### src/rtl/cmp_seq_chain_pkg.sv
// Shared definitions for the sequential chunked comparator: FSM encoding and chunk width.
package cmp_seq_chain_pkg;

    typedef enum logic {
        IDLE = 1'b0,
        RUN  = 1'b1
    } state_t;

    localparam int CHUNK_W = 2;

endpackage

### src/rtl/cmp_seq_chain_cmp2bit.sv
// Combinational 2-bit unsigned magnitude comparator with one-hot eq/gt/lt outputs.
module cmp2bit (
    input  logic [1:0] a,
    input  logic [1:0] b,
    output logic       eq,
    output logic       gt,
    output logic       lt
);

    assign eq = (a == b);
    assign gt = (a > b);
    assign lt = (a < b);

endmodule

### src/rtl/cmp_seq_chain.sv
// Sequential unsigned comparator: walks A and B two bits per cycle from the MSB chunk,
// stopping at the first differing chunk and reporting equal/more/less with a done pulse.
module cmp_seq_chain
    import cmp_seq_chain_pkg::*;
#(
    parameter int WIDTH = 8
) (
    input  logic             clk,
    input  logic             rst_n,
    input  logic             start,
    input  logic [WIDTH-1:0] A,
    input  logic [WIDTH-1:0] B,
    output logic             busy,
    output logic             done,
    output logic             equal,
    output logic             more,
    output logic             less
);

    localparam int NCHUNK = WIDTH / CHUNK_W;
    localparam int IDX_W  = (NCHUNK > 1) ? $clog2(NCHUNK) : 1;

    state_t               state;
    logic [WIDTH-1:0]     a_lat;
    logic [WIDTH-1:0]     b_lat;
    logic [IDX_W-1:0]     idx;
    logic [CHUNK_W-1:0]   a_chunk;
    logic [CHUNK_W-1:0]   b_chunk;
    logic                 chunk_eq;
    logic                 chunk_gt;
    logic                 chunk_lt;

    assign a_chunk = a_lat[int'(idx)*CHUNK_W +: CHUNK_W];
    assign b_chunk = b_lat[int'(idx)*CHUNK_W +: CHUNK_W];

    cmp2bit u_cmp2bit (
        .a  (a_chunk),
        .b  (b_chunk),
        .eq (chunk_eq),
        .gt (chunk_gt),
        .lt (chunk_lt)
    );

    always_ff @(posedge clk or negedge rst_n) begin
        if (!rst_n) begin
            state <= IDLE;
            a_lat <= '0;
            b_lat <= '0;
            idx   <= '0;
            busy  <= 1'b0;
            done  <= 1'b0;
            equal <= 1'b0;
            more  <= 1'b0;
            less  <= 1'b0;
        end else begin
            done <= 1'b0;
            case (state)
                IDLE: begin
                    if (start) begin
                        a_lat <= A;
                        b_lat <= B;
                        idx   <= IDX_W'(NCHUNK - 1);
                        equal <= 1'b0;
                        more  <= 1'b0;
                        less  <= 1'b0;
                        busy  <= 1'b1;
                        state <= RUN;
                    end
                end
                RUN: begin
                    // The first unequal chunk from the MSB side decides the whole magnitude.
                    if (!chunk_eq) begin
                        more  <= chunk_gt;
                        less  <= chunk_lt;
                        done  <= 1'b1;
                        busy  <= 1'b0;
                        state <= IDLE;
                    end else if (idx == '0) begin
                        equal <= 1'b1;
                        done  <= 1'b1;
                        busy  <= 1'b0;
                        state <= IDLE;
                    end else begin
                        idx <= idx - 1'b1;
                    end
                end
                default: begin
                    busy  <= 1'b0;
                    state <= IDLE;
                end
            endcase
        end
    end

endmodule
### config.mk
export PLATFORM = sky130hd
export DESIGN_NAME = cmp_seq_chain
export DESIGN_NICKNAME = d
export VERILOG_FILES = /design/src/rtl/cmp_seq_chain_pkg.sv /design/src/rtl/cmp_seq_chain_cmp2bit.sv /design/src/rtl/cmp_seq_chain.sv
export SDC_FILE = /design/constraint.sdc
export NUM_CORES = 1
export LEC_CHECK = 0
export CORE_UTILIZATION = 45
export DETAILED_ROUTE_END_ITERATION = 10
export DONT_BUFFER_PORTS = 1
export MAX_ROUTING_LAYER = met4
export PLACE_DENSITY = 0.65
export SLEW_MARGIN = 15
export SYNTH_ARGS = -nofsm -noshare
export SYNTH_HDL_FRONTEND = slang
export SYNTH_SLANG_ARGS = --single-unit
export TNS_END_PERCENT = 10
### constraint.sdc
create_clock -name clk -period 3.5 [get_ports clk]
set_clock_uncertainty 0.2 [all_clocks]
set_input_delay 0.175 -clock clk [delete_from_list [all_inputs] [get_ports clk]]
set_output_delay 0.175 -clock clk [all_outputs]
set_load 0.02 [all_outputs]
# == After elaboration in Yosys (flattened, before gate mapping) ==
# Index checks and enable logic that the tools add are counted.
# word_totals
elab_cells,51
register_bits,24
out_inout_bits,5
inputBits,19
# classes
eq_ne,7
n_reduce_logical,6
magnitude_cmp,2
mux,23
shifts,2
bitwise_logic,1
addsub,1
# ops
cell,count
indexed part select 8 x 4 -> 2 bit,2
2-to-1 mux 1 bit,14
case mux 1 bit (2 select lines),5
2-to-1 mux 2 bit,3
"inequality test 2 bit, second input constant",3
AND reduction 2 bit,3
AND reduction 3 bit,2
"inequality test 2 x 1 -> 1 bit, second input constant",2
case mux 2 bit (2 select lines),1
"inequality test 3 x 2 -> 1 bit, second input constant",1
equality test 2 bit,1
> comparator 2 bit,1
zero test 2 bit,1
less-than comparator 2 bit,1
"subtractor 2 x 1 -> 2 bit, second input constant",1
inverter 1 bit,1

# == Longest topological paths before layout ==
# depth
word_depth,4
depth_mapped,7

# == Modules after synthesis ==
# Synthesis repeated with hierarchy kept, for this count alone.
# hier_totals
cells_unflattened,82
hier_area_um2,1183.6
# modules_own_cells
mod,cells_each,n_inst,seq_area_each_um2,area_each_um2
cmp_seq_chain,73,1,600.6,1121.1
cmp2bit,9,1,0.0,62.6

# == Least setup slack after synthesis ==
# Ideal clock, no wire load.
# synth_path
path_kind,register -> register
from,register idx[0]
to,register idx[1]
setup_slack_ps,1279
path_stages_with_launch,7
synth_period_minus_slack_ps,2221
arrival_ps,1899
setup_time_ps,121
cell_sequence,dfrtp_1 -> buf_2 -> mux4_2 -> ha_1 -> and4b_1 -> or2_4 -> a2bb2oi_2
# synth_via
elab_chain_cells,4
word_cells_on_any_way,11
cone_classes,1 x add/sub; 3 x eq/ne; 2 x shift; 3 x mux; 2 x reduce/logical
# synth_rtl
element,line_no,rtl
"start, declared",cmp_seq_chain.sv:26,logic [IDX_W-1:0] idx;
"start signal, assigned",cmp_seq_chain.sv:62,idx <= IDX_W'(NCHUNK - 1);
"start signal, assigned",cmp_seq_chain.sv:84,idx <= idx - 1'b1;
"indexed part select 8 x 4 -> 2 bit, or another cell as far along",cmp_seq_chain.sv:33,assign a_chunk = a_lat[int'(idx)*CHUNK_W +: CHUNK_W];
equality test 2 bit or 2-to-1 mux 2 bit (tied branches),"cmp_seq_chain_cmp2bit.sv:10, cmp_seq_chain.sv:78",
inequality test 2 x 1 -> 1 bit (no line) or 2-to-1 mux 2 bit (tied branches),-,
AND reduction 3 bit (no line) or case mux 2 bit (2 select lines) (tied branches),-,
# Several ways; a longest one is shown, not always the timed one. The select of a mux whose other input is x is not followed.
# A chain may end at the register's enable or synchronous reset.

# == Worst setup path in the final report ==
# Same ends and word-level chain as after synthesis.

==> impl_metrics.env <==
export IMPL_floorplan_die_height_um=51.10
export IMPL_antenna_found_initial=0
export IMPL_worstMarginPinSlew_ps=1020
export IMPL_ys_types=23
export IMPL_placement_cell_area_sq_um=1096
export IMPL_totalNegativeSetupSlack_ps=0
export IMPL_vias_in_the_first_global_route=702
export IMPL_syn_avg_cell_area_sq_um=14.27
export IMPL_synth_compound_area_share_pct=5.652
export IMPL_dp_cells=101
export IMPL_post_synthesis_adder_cell_area_fraction_pct=3.460
export IMPL_slew_viol_final=0
export IMPL_max_clock_freq_ghz=0.4202
export IMPL_ctsLongestPathBuffers=2
export IMPL_post_route_period_util_pct=68.00
export IMPL_dominant_combinational_cell_family_by_area_after_synthesis="multiplexers"
export IMPL_cp_num_buf_inv=1
export IMPL_power_leakage_nw=0.5821
export IMPL_grt_setup_unrepaired="false"
export IMPL_synth_mux_area_share_pct=24.91
export IMPL_worst_slack_on_hold_paths_ps=147.3
export IMPL_run_status="finished clean"
export IMPL_avgViaCountPerCell=5.301
export IMPL_finalWeightedCongestion=0.7709
export IMPL_drt_iter0_markers=6
export IMPL_synthXorXnorAreaFrac_pct=0
export IMPL_hold_class="primary input to flip-flop"
export IMPL_most_common_layout_cells="sky130_fd_sc_hd__dfrtp_1 (24), sky130_fd_sc_hd__dlygate4sd3_1 (18), sky130_fd_sc_hd__mux2_2 (16)"
export IMPL_fp_coreArea_sq_um=2233
export IMPL_endpoint_kind="flip-flop"
export IMPL_crit_path_start_kind="flip-flop"
export IMPL_num_vias=652
export IMPL_part_of_the_yosys_area_used_for_sequential_elements_pct=55.36
export IMPL_netlist_area_sq_um=1085
export IMPL_cellPowerDensity_nw_per_um2=877.9
export IMPL_slowest_delay_ps=560
export IMPL_detail_route_drc_violations=0
export IMPL_worst_path_dominant_cell_family="flip-flops"
export IMPL_vdd_ir_drop_worst_uv=530.8
export IMPL_path_clk_slew_ps=130
export IMPL_initial_utilization_pct=48.57
export IMPL_drt_pre_antenna_iters=4
export IMPL_fp_dieW_um=51.10
export IMPL_final_hold_viol_count=0
export IMPL_yosysWarnings=0
export IMPL_grt_pass1_wl_um=3194
export IMPL_routed_wirelength_um=1786
export IMPL_grt_start_max_net_pins=25
export IMPL_h_tree_depth=1
export IMPL_ant_nets=0
export IMPL_post_route_min_period_ps=2380
export IMPL_cts_root_cell="sky130_fd_sc_hd__clkbuf_4"
export IMPL_worst_ep_required_time_ps=3520
export IMPL_place_detailed_hpwl_um=1262
export IMPL_syn_instance_count=76
export IMPL_leading_cell_type_in_the_layout_fill_and_taps_excluded="sky130_fd_sc_hd__dfrtp_1"
export IMPL_detail_route_wl_per_cell_um=14.52
export IMPL_clkLatencyLatePin_ps=310
export IMPL_clkSinkCount=24
export IMPL_max_slew_margin_pct=31.79
export IMPL_synth_simple_area_share_pct=6.344
export IMPL_path_cells="mux4_2 > inv_1 > ha_1 > and4b_1 > or2_4 > a2bb2oi_2"
export IMPL_tritoncts="built"
export IMPL_area_growth_synth_to_final_pct=22.49
export IMPL_maxCapViolCount=0
export IMPL_synthesis_nets=98
export IMPL_antenna_diode_count=0
export IMPL_global_route_usage_total_pct=17.50
export IMPL_crit_fanout=7
export IMPL_report_final_setup_viol=0
export IMPL_stdcell_count=123
export IMPL_die_area_sq_um=2611
export IMPL_clock_buffers_created_by_tritoncts=3
export IMPL_worst_endpoint_arrival_ps=2400
export IMPL_criticalPathCategory="flip-flop to flip-flop"
export IMPL_ys_seq_elements=24
export IMPL_top_level_ports=24
export IMPL_final_design_area_no_fill_sq_um=1329
export IMPL_grt_overflow_total=0
export IMPL_io_buffer_count=0
export IMPL_fp_row_count=17
export IMPL_finish_net_count=118
export IMPL_cpMaxStageDelayCell="sky130_fd_sc_hd__dfrtp_1"
export IMPL_post_route_cells_drive_above_1_share_pct=28.42
## worst paths after layout
| kind | depth (start not counted) | to | start | slack (ps) |
|---|---|---|---|---|
| worst max-delay path | 6 | idx[1] | idx[0] | 1120 |
| worst min-delay path | 3 | busy | start | 150 |
| max in group asynchronous | 1 | b_lat[5] | rst_n | 2220 |
| worst min register to register | 1 | a_lat[3] | a_lat[3] | 320 |
| worst max register to register | 6 | idx[1] | idx[0] | 1120 |
| min in group asynchronous | 1 | busy | rst_n | 270 |
## flip-flops by register name, summed over array words and instances (netlist names)
register	flops
less	1
b_lat	8
busy	1
equal	1
a_lat	8
done	1
more	1
state	1
idx	2
## per-stage QoR
step	worst slack (ps)	power (mW)	utilization, %
floorplan	1279	0.8798	-
global placement	1176	0.9380	49.08
detailed placement	1117	0.9622	49.08
CTS	1105	1.182	59.50
global route	1002	1.265	59.50
finish	1120	1.167	59.50
## repair_timing
item	in CTS	in global routing
setup buffers	0	0
gates resized for setup	0	0
hold buffers	18	0
endpoints found under the setup margin	0	0
endpoints found under the hold margin	42	0
## cell usage after synthesis
cell type	number	share of area, %
sky130_fd_sc_hd__mux4_2	4	8.3
sky130_fd_sc_hd__a21o_1	1	0.69
sky130_fd_sc_hd__or2b_1	1	0.69
sky130_fd_sc_hd__a21oi_1	3	1.4
sky130_fd_sc_hd__mux2_2	16	17
sky130_fd_sc_hd__nor3_1	1	0.46
sky130_fd_sc_hd__o22ai_1	1	0.58
sky130_fd_sc_hd__dfrtp_1	24	55
sky130_fd_sc_hd__nand2_1	1	0.35
sky130_fd_sc_hd__o21ai_0	2	0.92
sky130_fd_sc_hd__nand3_1	1	0.46
sky130_fd_sc_hd__inv_1	6	2.1
sky130_fd_sc_hd__and4b_1	1	0.92
sky130_fd_sc_hd__nor2b_2	1	0.81
sky130_fd_sc_hd__nand2b_1	2	1.2
sky130_fd_sc_hd__o21a_1	1	0.69
sky130_fd_sc_hd__buf_6	1	1.0
sky130_fd_sc_hd__nor2_1	2	0.69
sky130_fd_sc_hd__buf_2	1	0.46
sky130_fd_sc_hd__ha_1	3	3.5
sky130_fd_sc_hd__a2bb2oi_2	1	1.4
sky130_fd_sc_hd__buf_4	1	0.69
sky130_fd_sc_hd__or2_4	1	0.81
## worst min-delay path: cells and delay by family
family	cells	cell delay, ps
and+or+nand+nor	3	450
## per-layer routing
metal  vias up  wire, um  GRT usage [%]  part of all wire, %
li1        304         -              -                    -
met4         0         9          4.167                 0.50
met1       325       800          22.92                   45
met5         -         0              -                    0
met3         2        81          5.655                  4.5
met2        21       895          26.54                   50
## layout make-up
type	count	area, sq um
flip-flops and latches	24	600.6
clock buffers	3	22.52
clock inverters	1	30.03
repair buffers	18	180.2
well taps	28	35.03
inverters	6	22.52
multi-input cells	43	437.9
fillers	189	904.6
## where the power goes
group,total (mW),internal (mW),leakage [nW],switching [mW]
combinational,0.446,0.265,0.272,0.181
sequential,0.522,0.402,0.282,0.119
clock,0.199,0.116,0.0279,0.0833
total,1.17,0.783,0.582,0.384
## logic make-up after synthesis
| kind of cell | after synthesis |
|---|---|
| AND/OR/NAND/NOR | 11 |
| AO/OA/AOI/OAI | 9 |
| adder cells (fa/ha/maj) | 3 |
| multiplexers | 20 |
| flip-flops | 24 |
| buffers and inverters | 9 |
Power figures use the tool's default switching activity.
